<file path="config.mk">
export PLATFORM = sky130hd
export DESIGN_NAME = gl_cmd_seq_flat
export DESIGN_NICKNAME = d
export VERILOG_FILES = /design/src/rtl/gl_cmd_seq_if.sv /design/src/rtl/gl_cmd_seq.sv /design/src/flat_wrapper.sv
export SDC_FILE = /design/constraint.sdc
export NUM_CORES = 1
export LEC_CHECK = 0
export CORE_ASPECT_RATIO = 0.5
export CORE_MARGIN = 4
export CORE_UTILIZATION = 30
export CTS_CLUSTER_DIAMETER = 80
export DETAILED_ROUTE_END_ITERATION = 10
export HOLD_SLACK_MARGIN = 0.08
export PLACE_DENSITY_LB_ADDON = 0.25
export SLEW_MARGIN = 30
export SYNTH_ARGS = -nofsm -noshare
export SYNTH_HDL_FRONTEND = slang
export SYNTH_SLANG_ARGS = --single-unit
</file>
<file path="constraint.sdc">
create_clock -name clk -period 3.2 [get_ports clk]
set_clock_uncertainty 0.1 [all_clocks]
set_input_delay 0.64 -clock clk [delete_from_list [all_inputs] [get_ports clk]]
set_output_delay 0.64 -clock clk [all_outputs]
set_load 0.01 [all_outputs]
</file>
<file path="src/rtl/gl_cmd_seq_if.sv">
// Command bus between a GL command producer and the gl_cmd_seq sequencer.
interface gl_cmd_seq_if;
  logic        cmd_valid;
  logic        cmd_ready;
  logic [7:0]  opcode;
  logic [22:0] imm;
  logic [31:0] bram_addr_in;

  modport master (output cmd_valid, opcode, imm, bram_addr_in, input cmd_ready);
  modport slave  (input cmd_valid, opcode, imm, bram_addr_in, output cmd_ready);
endinterface

</file>
<file path="src/rtl/gl_cmd_seq.sv">
// gl_cmd_seq: sequences GL commands into matrix-unit control pulses,
// BRAM row fetches and colour/viewport state updates.
module gl_cmd_seq #(
  parameter int DATA_W      = 32,
  parameter int NCH         = 3,
  parameter int MM_LAT      = 15,
  parameter int DIV_LAT     = 2,
  parameter int LOAD_ROWS   = 4,
  parameter int ADDR_STEP   = 16,
  parameter int STACK_DEPTH = 8
) (
  input  logic                    clk,
  input  logic                    reset,
  gl_cmd_seq_if.slave             cmd_bus,
  input  logic [4*DATA_W-1:0]     bram_rd_data,
  output logic [31:0]             bram_addr_out,
  output logic [NCH*DATA_W-1:0]   color_out,
  output logic [4*DATA_W-1:0]     viewport_out,
  output logic                    matrix_mode_out,
  output logic                    matrix_mul_en,
  output logic                    matrix_mul_type,
  output logic                    matrix_load_en,
  output logic                    matrix_load_id_en,
  output logic                    push_en,
  output logic                    pop_en,
  output logic                    perspective_div_en,
  output logic                    stack_err
);
  localparam int unsigned T_VTX   = 2*MM_LAT + DIV_LAT + 1;
  localparam int unsigned T_LOAD  = LOAD_ROWS + 1;
  localparam int unsigned T_MAX   = (T_VTX > T_LOAD) ? T_VTX : T_LOAD;
  localparam int          CNT_W   = $clog2(T_MAX + 1);
  localparam int          DEPTH_W = $clog2(STACK_DEPTH + 1);
  // Viewport words 0..3 = x, y, width (640.0), height (480.0)
  localparam logic [4*DATA_W-1:0] VP_RST =
    {DATA_W'(32'h43F0_0000), DATA_W'(32'h4420_0000), {(2*DATA_W){1'b0}}};

  localparam logic [7:0] OP_VERTEX = 8'h03, OP_COLOR = 8'h04, OP_MMODE = 8'h10,
                         OP_MULT = 8'h11, OP_LOADID = 8'h12, OP_LOADM = 8'h13,
                         OP_PUSH = 8'h14, OP_POP = 8'h15, OP_ROTATE = 8'h16,
                         OP_SCALE = 8'h17, OP_TRANSL = 8'h18, OP_VIEWPORT = 8'h19;

  typedef enum logic [1:0] {IDLE, RUN, DONE} state_e;
  typedef enum logic [2:0] {M_MULT, M_VERTEX, M_LOADM, M_COLOR, M_VIEWPORT} mop_e;
  typedef enum logic [1:0] {P_NONE, P_LOADID, P_PUSH, P_POP} pend_e;

  state_e              state_q, state_d;
  mop_e                mop_q, mop_d;
  pend_e               pend_q, pend_d;
  logic [CNT_W-1:0]    cnt_q, cnt_d;
  logic [31:0]         base_q, base_d;
  logic                mode_q, mode_d;
  logic                accept, go;
  logic [31:0]         t, t_last;

  logic                mul_en_q, mul_en_d, mtype_q, mtype_d, mmode_q, mmode_d;
  logic                lden_q, lden_d, lid_q, lid_d, push_q, push_d, pop_q, pop_d;
  logic                div_q, div_d, err_q, err_d;
  logic [31:0]         addr_q, addr_d;
  logic [NCH*DATA_W-1:0] color_q, color_d;
  logic [4*DATA_W-1:0] vp_q, vp_d;
  logic [DEPTH_W-1:0]  depth_q [2];
  logic [DEPTH_W-1:0]  depth_d [2];

  // Only imm[0] carries meaning for this command set.
  logic imm_unused;
  assign imm_unused = ^cmd_bus.imm[22:1];

  assign accept           = (state_q == IDLE) && cmd_bus.cmd_valid;
  assign cmd_bus.cmd_ready = (state_q == IDLE);
  // t is the index of the upcoming edge relative to the accept edge.
  assign t = 32'(cnt_q) + 32'd1;

  // State register: FSM, phase counter and captured command context.
  always_ff @(posedge clk) begin
    if (reset) begin
      state_q <= IDLE;
      mop_q   <= M_MULT;
      pend_q  <= P_NONE;
      cnt_q   <= '0;
      base_q  <= '0;
      mode_q  <= 1'b0;
    end else begin
      state_q <= state_d;
      mop_q   <= mop_d;
      pend_q  <= pend_d;
      cnt_q   <= cnt_d;
      base_q  <= base_d;
      mode_q  <= mode_d;
    end
  end

  // Next-state: decode accepted opcodes; leave RUN one edge before the final phase.
  always_comb begin
    state_d = state_q;
    mop_d   = mop_q;
    pend_d  = P_NONE;
    cnt_d   = cnt_q;
    base_d  = base_q;
    mode_d  = mode_q;
    go      = 1'b0;
    unique case (mop_q)
      M_MULT:   t_last = 32'(MM_LAT + 1);
      M_VERTEX: t_last = 32'(T_VTX);
      M_LOADM:  t_last = 32'(T_LOAD);
      default:  t_last = 32'd2;
    endcase
    unique case (state_q)
      IDLE: if (accept) begin
        case (cmd_bus.opcode)
          OP_MMODE:  mode_d = cmd_bus.imm[0];
          OP_LOADID: pend_d = P_LOADID;
          OP_PUSH:   pend_d = P_PUSH;
          OP_POP:    pend_d = P_POP;
          OP_MULT, OP_ROTATE, OP_SCALE, OP_TRANSL: begin go = 1'b1; mop_d = M_MULT; end
          OP_VERTEX:   begin go = 1'b1; mop_d = M_VERTEX;   end
          OP_LOADM:    begin go = 1'b1; mop_d = M_LOADM;    end
          OP_COLOR:    begin go = 1'b1; mop_d = M_COLOR;    end
          OP_VIEWPORT: begin go = 1'b1; mop_d = M_VIEWPORT; end
          default: ;
        endcase
        if (go) begin
          state_d = RUN;
          cnt_d   = '0;
          base_d  = cmd_bus.bram_addr_in;
        end
      end
      RUN: begin
        cnt_d = cnt_q + CNT_W'(1);
        if (t == t_last - 32'd1) state_d = DONE;
      end
      DONE: begin
        cnt_d   = cnt_q + CNT_W'(1);
        state_d = IDLE;
      end
      default: state_d = IDLE;
    endcase
  end

  // Output decode: pulses and level updates due on the upcoming edge.
  always_comb begin
    mul_en_d = 1'b0; lden_d = 1'b0; lid_d = 1'b0; push_d = 1'b0;
    pop_d    = 1'b0; div_d  = 1'b0; err_d = 1'b0;
    mtype_d  = mtype_q;
    mmode_d  = mmode_q;
    addr_d   = addr_q;
    color_d  = color_q;
    vp_d     = vp_q;
    depth_d  = depth_q;
    unique case (pend_q)
      P_LOADID: begin lid_d = 1'b1; mmode_d = mode_q; end
      P_PUSH:
        if (depth_q[mode_q] == DEPTH_W'(STACK_DEPTH)) err_d = 1'b1;
        else begin push_d = 1'b1; depth_d[mode_q] = depth_q[mode_q] + DEPTH_W'(1); end
      P_POP:
        if (depth_q[mode_q] == '0) err_d = 1'b1;
        else begin pop_d = 1'b1; depth_d[mode_q] = depth_q[mode_q] - DEPTH_W'(1); end
      default: ;
    endcase
    if (state_q != IDLE) begin
      unique case (mop_q)
        M_MULT:
          if (t == 32'd1) begin mul_en_d = 1'b1; mtype_d = 1'b1; mmode_d = mode_q; end
        M_VERTEX: begin
          // Modelview transform first, then projection, then the divide.
          if (t == 32'd1)             begin mul_en_d = 1'b1; mtype_d = 1'b0; mmode_d = 1'b1; end
          if (t == 32'(MM_LAT + 1))   begin mul_en_d = 1'b1; mtype_d = 1'b0; mmode_d = 1'b0; end
          if (t == 32'(2*MM_LAT + 1)) div_d = 1'b1;
        end
        M_LOADM:
          if (t <= 32'(LOAD_ROWS)) begin
            lden_d  = 1'b1;
            mmode_d = mode_q;
            addr_d  = base_q + 32'(cnt_q) * 32'(ADDR_STEP);
          end
        M_COLOR: begin
          if (t == 32'd1) addr_d  = base_q;
          if (t == 32'd2) color_d = bram_rd_data[NCH*DATA_W-1:0];
        end
        M_VIEWPORT: begin
          if (t == 32'd1) addr_d = base_q;
          if (t == 32'd2) vp_d   = bram_rd_data;
        end
        default: ;
      endcase
    end
  end

  // Output registers and per-mode stack depth counters.
  always_ff @(posedge clk) begin
    if (reset) begin
      mul_en_q <= 1'b0; mtype_q <= 1'b0; mmode_q <= 1'b0; lden_q <= 1'b0;
      lid_q    <= 1'b0; push_q  <= 1'b0; pop_q   <= 1'b0; div_q  <= 1'b0;
      err_q    <= 1'b0;
      addr_q   <= '0;
      color_q  <= '0;
      vp_q     <= VP_RST;
      depth_q[0] <= '0;
      depth_q[1] <= '0;
    end else begin
      mul_en_q <= mul_en_d; mtype_q <= mtype_d; mmode_q <= mmode_d; lden_q <= lden_d;
      lid_q    <= lid_d;    push_q  <= push_d;  pop_q   <= pop_d;   div_q  <= div_d;
      err_q    <= err_d;
      addr_q   <= addr_d;
      color_q  <= color_d;
      vp_q     <= vp_d;
      depth_q  <= depth_d;
    end
  end

  assign bram_addr_out      = addr_q;
  assign color_out          = color_q;
  assign viewport_out       = vp_q;
  assign matrix_mode_out    = mmode_q;
  assign matrix_mul_en      = mul_en_q;
  assign matrix_mul_type    = mtype_q;
  assign matrix_load_en     = lden_q;
  assign matrix_load_id_en  = lid_q;
  assign push_en            = push_q;
  assign pop_en             = pop_q;
  assign perspective_div_en = div_q;
  assign stack_err          = err_q;
endmodule

</file>
<file path="src/flat_wrapper.sv">
// flat-port wrapper written by rule: the top's interface ports become plain ports
module gl_cmd_seq_flat 
#(
  parameter int DATA_W      = 32,
  parameter int NCH         = 3,
  parameter int MM_LAT      = 15,
  parameter int DIV_LAT     = 2,
  parameter int LOAD_ROWS   = 4,
  parameter int ADDR_STEP   = 16,
  parameter int STACK_DEPTH = 8
)
  (clk, reset, bram_rd_data, bram_addr_out, color_out, viewport_out, matrix_mode_out, matrix_mul_en, matrix_mul_type, matrix_load_en, matrix_load_id_en, push_en, pop_en, perspective_div_en, stack_err, cmd_bus_cmd_valid, cmd_bus_opcode, cmd_bus_imm, cmd_bus_bram_addr_in, cmd_bus_cmd_ready);
  gl_cmd_seq_if cmd_bus_i ();
  input  logic clk;
  input  logic reset;
  input  logic [4*DATA_W-1:0] bram_rd_data;
  output logic [31:0] bram_addr_out;
  output logic [NCH*DATA_W-1:0] color_out;
  output logic [4*DATA_W-1:0] viewport_out;
  output logic matrix_mode_out;
  output logic matrix_mul_en;
  output logic matrix_mul_type;
  output logic matrix_load_en;
  output logic matrix_load_id_en;
  output logic push_en;
  output logic pop_en;
  output logic perspective_div_en;
  output logic stack_err;
  input wire logic [$bits(cmd_bus_i.cmd_valid)-1:0] cmd_bus_cmd_valid;
  input wire logic [$bits(cmd_bus_i.opcode)-1:0] cmd_bus_opcode;
  input wire logic [$bits(cmd_bus_i.imm)-1:0] cmd_bus_imm;
  input wire logic [$bits(cmd_bus_i.bram_addr_in)-1:0] cmd_bus_bram_addr_in;
  output wire logic [$bits(cmd_bus_i.cmd_ready)-1:0] cmd_bus_cmd_ready;
  assign cmd_bus_i.cmd_valid = cmd_bus_cmd_valid;
  assign cmd_bus_i.opcode = cmd_bus_opcode;
  assign cmd_bus_i.imm = cmd_bus_imm;
  assign cmd_bus_i.bram_addr_in = cmd_bus_bram_addr_in;
  assign cmd_bus_cmd_ready = cmd_bus_i.cmd_ready;
  gl_cmd_seq #(.DATA_W(DATA_W), .NCH(NCH), .MM_LAT(MM_LAT), .DIV_LAT(DIV_LAT), .LOAD_ROWS(LOAD_ROWS), .ADDR_STEP(ADDR_STEP), .STACK_DEPTH(STACK_DEPTH)) u_core (.clk(clk), .reset(reset), .cmd_bus(cmd_bus_i), .bram_rd_data(bram_rd_data), .bram_addr_out(bram_addr_out), .color_out(color_out), .viewport_out(viewport_out), .matrix_mode_out(matrix_mode_out), .matrix_mul_en(matrix_mul_en), .matrix_mul_type(matrix_mul_type), .matrix_load_en(matrix_load_en), .matrix_load_id_en(matrix_load_id_en), .push_en(push_en), .pop_en(pop_en), .perspective_div_en(perspective_div_en), .stack_err(stack_err));
endmodule
</file>
# After elaboration in Yosys (flattened, before gate mapping)
# Cells that the tools add are included.
[classes]
addsub = 6
multipliers = 0
div = 0
n_lt_le_gt_ge = 3
eq_ne = 36
n_shift = 0
muxes = 48
n_bitwise = 8
n_reduce_logical = 31
[ops]
columns = ["op", "n"]
rows = [
  ["8-bit by 5-bit equality test with 1-bit output, second input constant", 10],
  ["32-bit by 5-bit equality test with 1-bit output, second input constant", 2],
  ["32-bit 2-to-1 mux", 2],
  ["32-bit case mux with 2 select lines", 1],
  ["32-bit by 10-bit adder with 32-bit output", 1],
  ["32-bit by 1-bit equality test with 1-bit output, second input constant", 1],
  ["32-bit by 2-bit equality test with 1-bit output, second input constant", 1],
  ["32-bit equality test", 1],
  ["32-bit by 3-bit <= comparator with 1-bit output, second input constant", 1],
  ["3-bit AND reduction", 8],
  ["1-bit 2-to-1 mux", 21],
  ["6-bit case mux with 3 select lines", 1],
  ["8-bit bitwise mux", 2],
  ["4-bit 2-to-1 mux", 4],
  ["8-bit 2-to-1 mux", 2],
  ["8-bit case mux with 2 select lines", 1],
  ["3-bit case mux with 5 select lines", 1],
  ["6-bit 2-to-1 mux", 2],
  ["2-bit by 1-bit != test with 1-bit output, second input constant", 6],
  ["6-bit case mux with 2 select lines", 1],
  ["2-bit nonzero test", 5],
  ["2-bit OR reduction", 5],
  ["3-bit OR reduction", 3],
  ["8-bit by 2-bit equality test with 1-bit output, second input constant", 1],
  ["other kinds (32)", 49],
]
[totals]
register_bits = 319
latchBits = 0
ramBits = 0
rom_bits = 0
in_bits = 194
out_inout_bits = 266
elab_cells = 152
memories = 0

# Logic depth before layout (Yosys ltp)
# Gate-level depths: netlist (run 1).
[depth]
word_depth = 8
depth_mapped = 11
mapped_depth_nobuf = 10

# Worst setup path before layout (run 1)
# Ideal clock, no wire load.
[synth_timing]
kind = "reg-to-reg"
from = "reg u_core.cnt_q[0]"
to = "reg u_core.color_q[0], in the netlist u_core.color_out[0]"
setup_time_ps = 132
t_arrival_ps = 2363
required_time_ps = 2968
setup_slack_ps = 604
path_stages_with_launch = 12
path_buffers = 4
synth_period_minus_slack_ps = 2596
path_cell_list = "dfxtp_1 > ha_1 > buf_2 > nand3_2 > xor2_1 > nand4_1 > or4_1 > clkbuf_1 > buf_2 > buf_2 > nand2_1 > a21oi_1"
[synth_between]
elab_chain_len = 3
[synth_lines]
columns = ["element", "line_no", "rtl"]
rows = [
  ["from (decl)", "gl_cmd_seq.sv:50", "logic [CNT_W-1:0] cnt_q, cnt_d;"],
  ["from (signal assigned)", "gl_cmd_seq.sv:87", "cnt_q <= cnt_d;"],
  ["6-bit by 1-bit adder with 7-bit output", "gl_cmd_seq.sv:72", "assign t = 32'(cnt_q) + 32'd1;"],
  ["32-bit by 2-bit equality test with 1-bit output", "gl_cmd_seq.sv:178", "if (t == 32'd2) color_d = bram_rd_data[NCH*DATA_W-1:0];"],
  ["3-bit AND reduction (no source line)", "-", ""],
  ["to (signal assigned)", "gl_cmd_seq.sv:205", "color_q <= color_d;"],
  ["to (decl)", "gl_cmd_seq.sv:60", "logic [NCH*DATA_W-1:0] color_q, color_d;"],
]
# No other way between the ends.
# A chain may end at the register's enable or synchronous reset.

# Final worst setup path (run 1)
[layout_timing]
from = "reg u_core.cnt_q[0]"
to = "reg u_core.vp_q[69], in the netlist u_core.viewport_out[69]"
[layout_between]
elab_chain_len = 3
[layout_lines]
columns = ["element", "line_no", "rtl"]
rows = [
  ["6-bit by 1-bit adder with 7-bit output", "gl_cmd_seq.sv:72", ""],
  ["32-bit by 2-bit equality test with 1-bit output", "gl_cmd_seq.sv:182", "if (t == 32'd2) vp_d = bram_rd_data;"],
  ["3-bit AND reduction (no source line)", "-", ""],
  ["to (signal assigned)", "gl_cmd_seq.sv:206", "vp_q <= vp_d;"],
  ["to (decl)", "gl_cmd_seq.sv:61", "logic [4*DATA_W-1:0] vp_q, vp_d;"],
]
# No other way between the ends.

==> results of run 1 <==
[per-layer routing]
| layer | routed length, um | vias up | track usage |
|---|---|---|---|
| met5 | 13 | - | 0 |
| met4 | 1270 | 2 | 0.0516 |
| met3 | 1430 | 72 | 0.0279 |
| met2 | 23100 | 186 | 0.336 |
| met1 | 18200 | 5447 | 0.221 |
| li1 | - | 5892 | - |
[cell usage after synthesis, types with 3 or more instances]
library cell / number
nor3_1: 13
xnor2_1: 18
o21ai_0: 8
nand3b_1: 12
and4_1: 3
nor2b_1: 4
and3_1: 11
o2bb2ai_1: 15
buf_2: 33
o41a_1: 3
clkbuf_1: 79
and2_1: 5
inv_1: 17
a31oi_1: 3
nor4_1: 3
nand2b_1: 3
ha_1: 18
a211oi_1: 19
nand4_1: 15
or2_2: 3
nor2_1: 81
or4_1: 3
a21oi_1: 236
mux2i_1: 54
nand3_1: 17
xor2_1: 18
dfxtp_1: 319
o211ai_1: 4
nand2_1: 476
[state kept, by name (all words and copies together) (netlist names), 2 cells and up]
name                  cells
u_core.base_q            32
u_core.state_q            2
u_core.mop_q              3
u_core.bram_addr_out     32
u_core.pend_q             2
u_core.depth_q            8
u_core.color_out         96
u_core.cnt_q              6
u_core.viewport_out     128
[how the worst max path moves through the flow]
stage,cells past startpoint,from,end
after floorplan,11,u_core.cnt_q[0],u_core.color_out[0]
after global placement,7,cmd_bus_opcode[4],u_core.cnt_q[2]
after global routing,8,u_core.cnt_q[1],u_core.viewport_out[69]
final,8,u_core.cnt_q[0],u_core.viewport_out[69]
after CTS,8,u_core.cnt_q[0],u_core.viewport_out[110]
after detailed placement,7,cmd_bus_opcode[4],u_core.cnt_q[5]
[stage by stage]
stage / hold slack [ps] / setup WS [ps] / power (mW) / util
final: 353 / 340 / 8.25 / 0.457
after global routing: 367 / 121 / 8.53 / 0.457
after CTS: 355 / 331 / 8.36 / 0.457
after detailed placement: 346 / 211 / 4.43 / 0.431
after global placement: 341 / 200 / 4.43 / 0.431
after floorplan: 360 / 604 / 4.15 / -
[where the power goes]
group	internal [mW]	total, mW	switching, mW
Combinational	0.216	0.362	0.146
Clock	2.28	3.91	1.62
Sequential	3.97	3.98	0.00373
[area by class of cell]
type / instances / area [um2]
timing repair buffer: 465 / 4740
fill: 4077 / 22200
clock buffer: 45 / 948
clock inverter: 10 / 131
sequential: 319 / 6390
tap: 540 / 676
antenna: 1 / 2.50
inverter: 17 / 63.8
multi-input combinational: 1087 / 5790
[kinds of logic (layout without fill, tap and decap cells)]
family / Yosys count / in the layout / share of synthesized area
simple gates: 666 / 666 / 0.223
fa+ha+maj: 19 / 19 / 0.0194
buf+inv: 130 / 537 / 0.0419
mux: 56 / 56 / 0.0445
compound gates: 310 / 310 / 0.141
flops: 319 / 319 / 0.505
xor+xnor: 36 / 36 / 0.0249
other cells: 0 / 1 / 0
[critical path: stages, from the launching register on]
cell and delay (ps):
dfxtp_1 330, ha_1 360, nand3_2 140, xor2_1 230
nand4_1 310, nand4bb_4 670, buf_12 390, nand2_1 110
a21oi_1 60
==> impl_results.md, run 1 <==
- Max_cap viols: 0
- Via-per-instance ratio: approximately 4.7
- Clock Latency Late Sink: around 560 ps
- Library cells used by synthesis: 64
- Vias in the first global route: 10800
- Power per cell area: 440 nW/um2
- Area contributors post-synth: dfxtp_1 (50%), nand2_1 (14%), a21oi_1 (9.3%)
- Async S/R FF share, synth: 0
- Crit path DAT: between 3000 and 4000 ps
- RR Endpoint: u_core.viewport_out[69]
- GR Util All Layers: 0.182
- Synth warn: 0
- Row cnt: 52
- Nets: approximately 2100
- Leak Pwr: roughly 6.6 nW
- Slew headroom: 0.416
- Initial drt markers: roughly 750
- Detail Route Antenna Nets: 0
- Routed len/inst: approximately 18 um
- Cts bufs inserted: 31
- Crit Path Category: flip-flop to flip-flop
- Hold worst-path end: u_core.color_out[58]
- Required @ worst endpoint: roughly 3500 ps
- Setup Fix Bufs, Post-CTS: 0
- Yosys top cell by area: dfxtp_1
- IO Port Bufs: 437
- Die X: approximately 300 um
- Critical Path Start Type: flip-flop
- Core Region: between 40000 and 50000 um2
- Post-synth top flop: dfxtp_1
- Area grow syn2layout: 48.2%
- Detailed placement HPWL: roughly 31000 um
- Synth Register Bits: 319
- Remaining DRCs: 0
- Max clock buf depth: 3
- Clock sink total: around 320
- Most common cell after layout, fill and taps aside: nand2_1
- Final slew viol count: 0
- Non-filler cells, final: about 2500
- Commonest cells after routing, fill and taps aside: nand2_1 (476), clkdlybuf4s50_1 (436), dfxtp_1 (319), a21oi_1 (236), nor2_1 (80)
- Hold depth: 2
- Die Y-Extent: around 150 um
- Status: finished clean
- R2R depth: 8
- Syn Inst Count: between 1500 and 2000
- Sequential cell area fraction in the yosys report: 0.505
- Count of final setup violators: 0
- RSZ-0062 raised after global routing: false
- Fmax achieved: 350 MHz
- Tcrit/Tclk final: 0.894
- DIE AREA: about 46000 um2
- Reg clk slew, reported paths: roughly 60 ps
- Min Clock Period, post-route: between 2000 and 3000 ps
- Vias: roughly 12000
- Largest net degree at the start of global routing: roughly 120
- Peak VDD IR: 0.375 mV
- GPL Wtd Cong: between 0.8 and 0.9
- Min-Delay Path Class: flip-flop to flip-flop
- Mapped Nets: about 1700
- Reg-to-reg slack, setup: 340 ps
- Post-CTS sizing: 0
- Initial antenna violation count: 2
- Root Buffer: clkbuf_16
- WL final: around 44000 um
- Hold_buf cts: 0
- Final hold violation count: 0
- CTS H-tree lvls: 1
- CTS tree: built
- EDFF count, synth: 0
- Post-DP Area: roughly 18000 um2
- Layout cells sized above 1: 0.0540
- Critical path peak fanout: 54
- Overflow after GRT: 0
- Placed Cells: about 2400
- Area of the mapped netlist: between 10000 and 15000 um2
- Yosys top cell area share: 0.505
- Final non-filler cell area: between 15000 and 20000 um2
- Reg2reg start: u_core.cnt_q[0]
- Initial Utilization: 0.309
- TNS Setup: 0 ps
- Worst Setup End Kind: flip-flop
- I/O pin count: 460
- Pre-antenna DRT Iters: 5
- Startpoint of the worst hold path: u_core.color_out[58]
- First-pass GRT wire length: approximately 66000 um
- Slew @ Worst Pin: slightly below 900 ps
- Syn_area_per_cell: slightly above 8 um2
No activity file was read; power rests on OpenSTA's default activity.
==> inputs of run 2 (changes only) <==
Settings changed: TNS_END_PERCENT from default to 100.
==> results of run 2 <==
Final layout, timing and power as in run 1 (identical DEF).
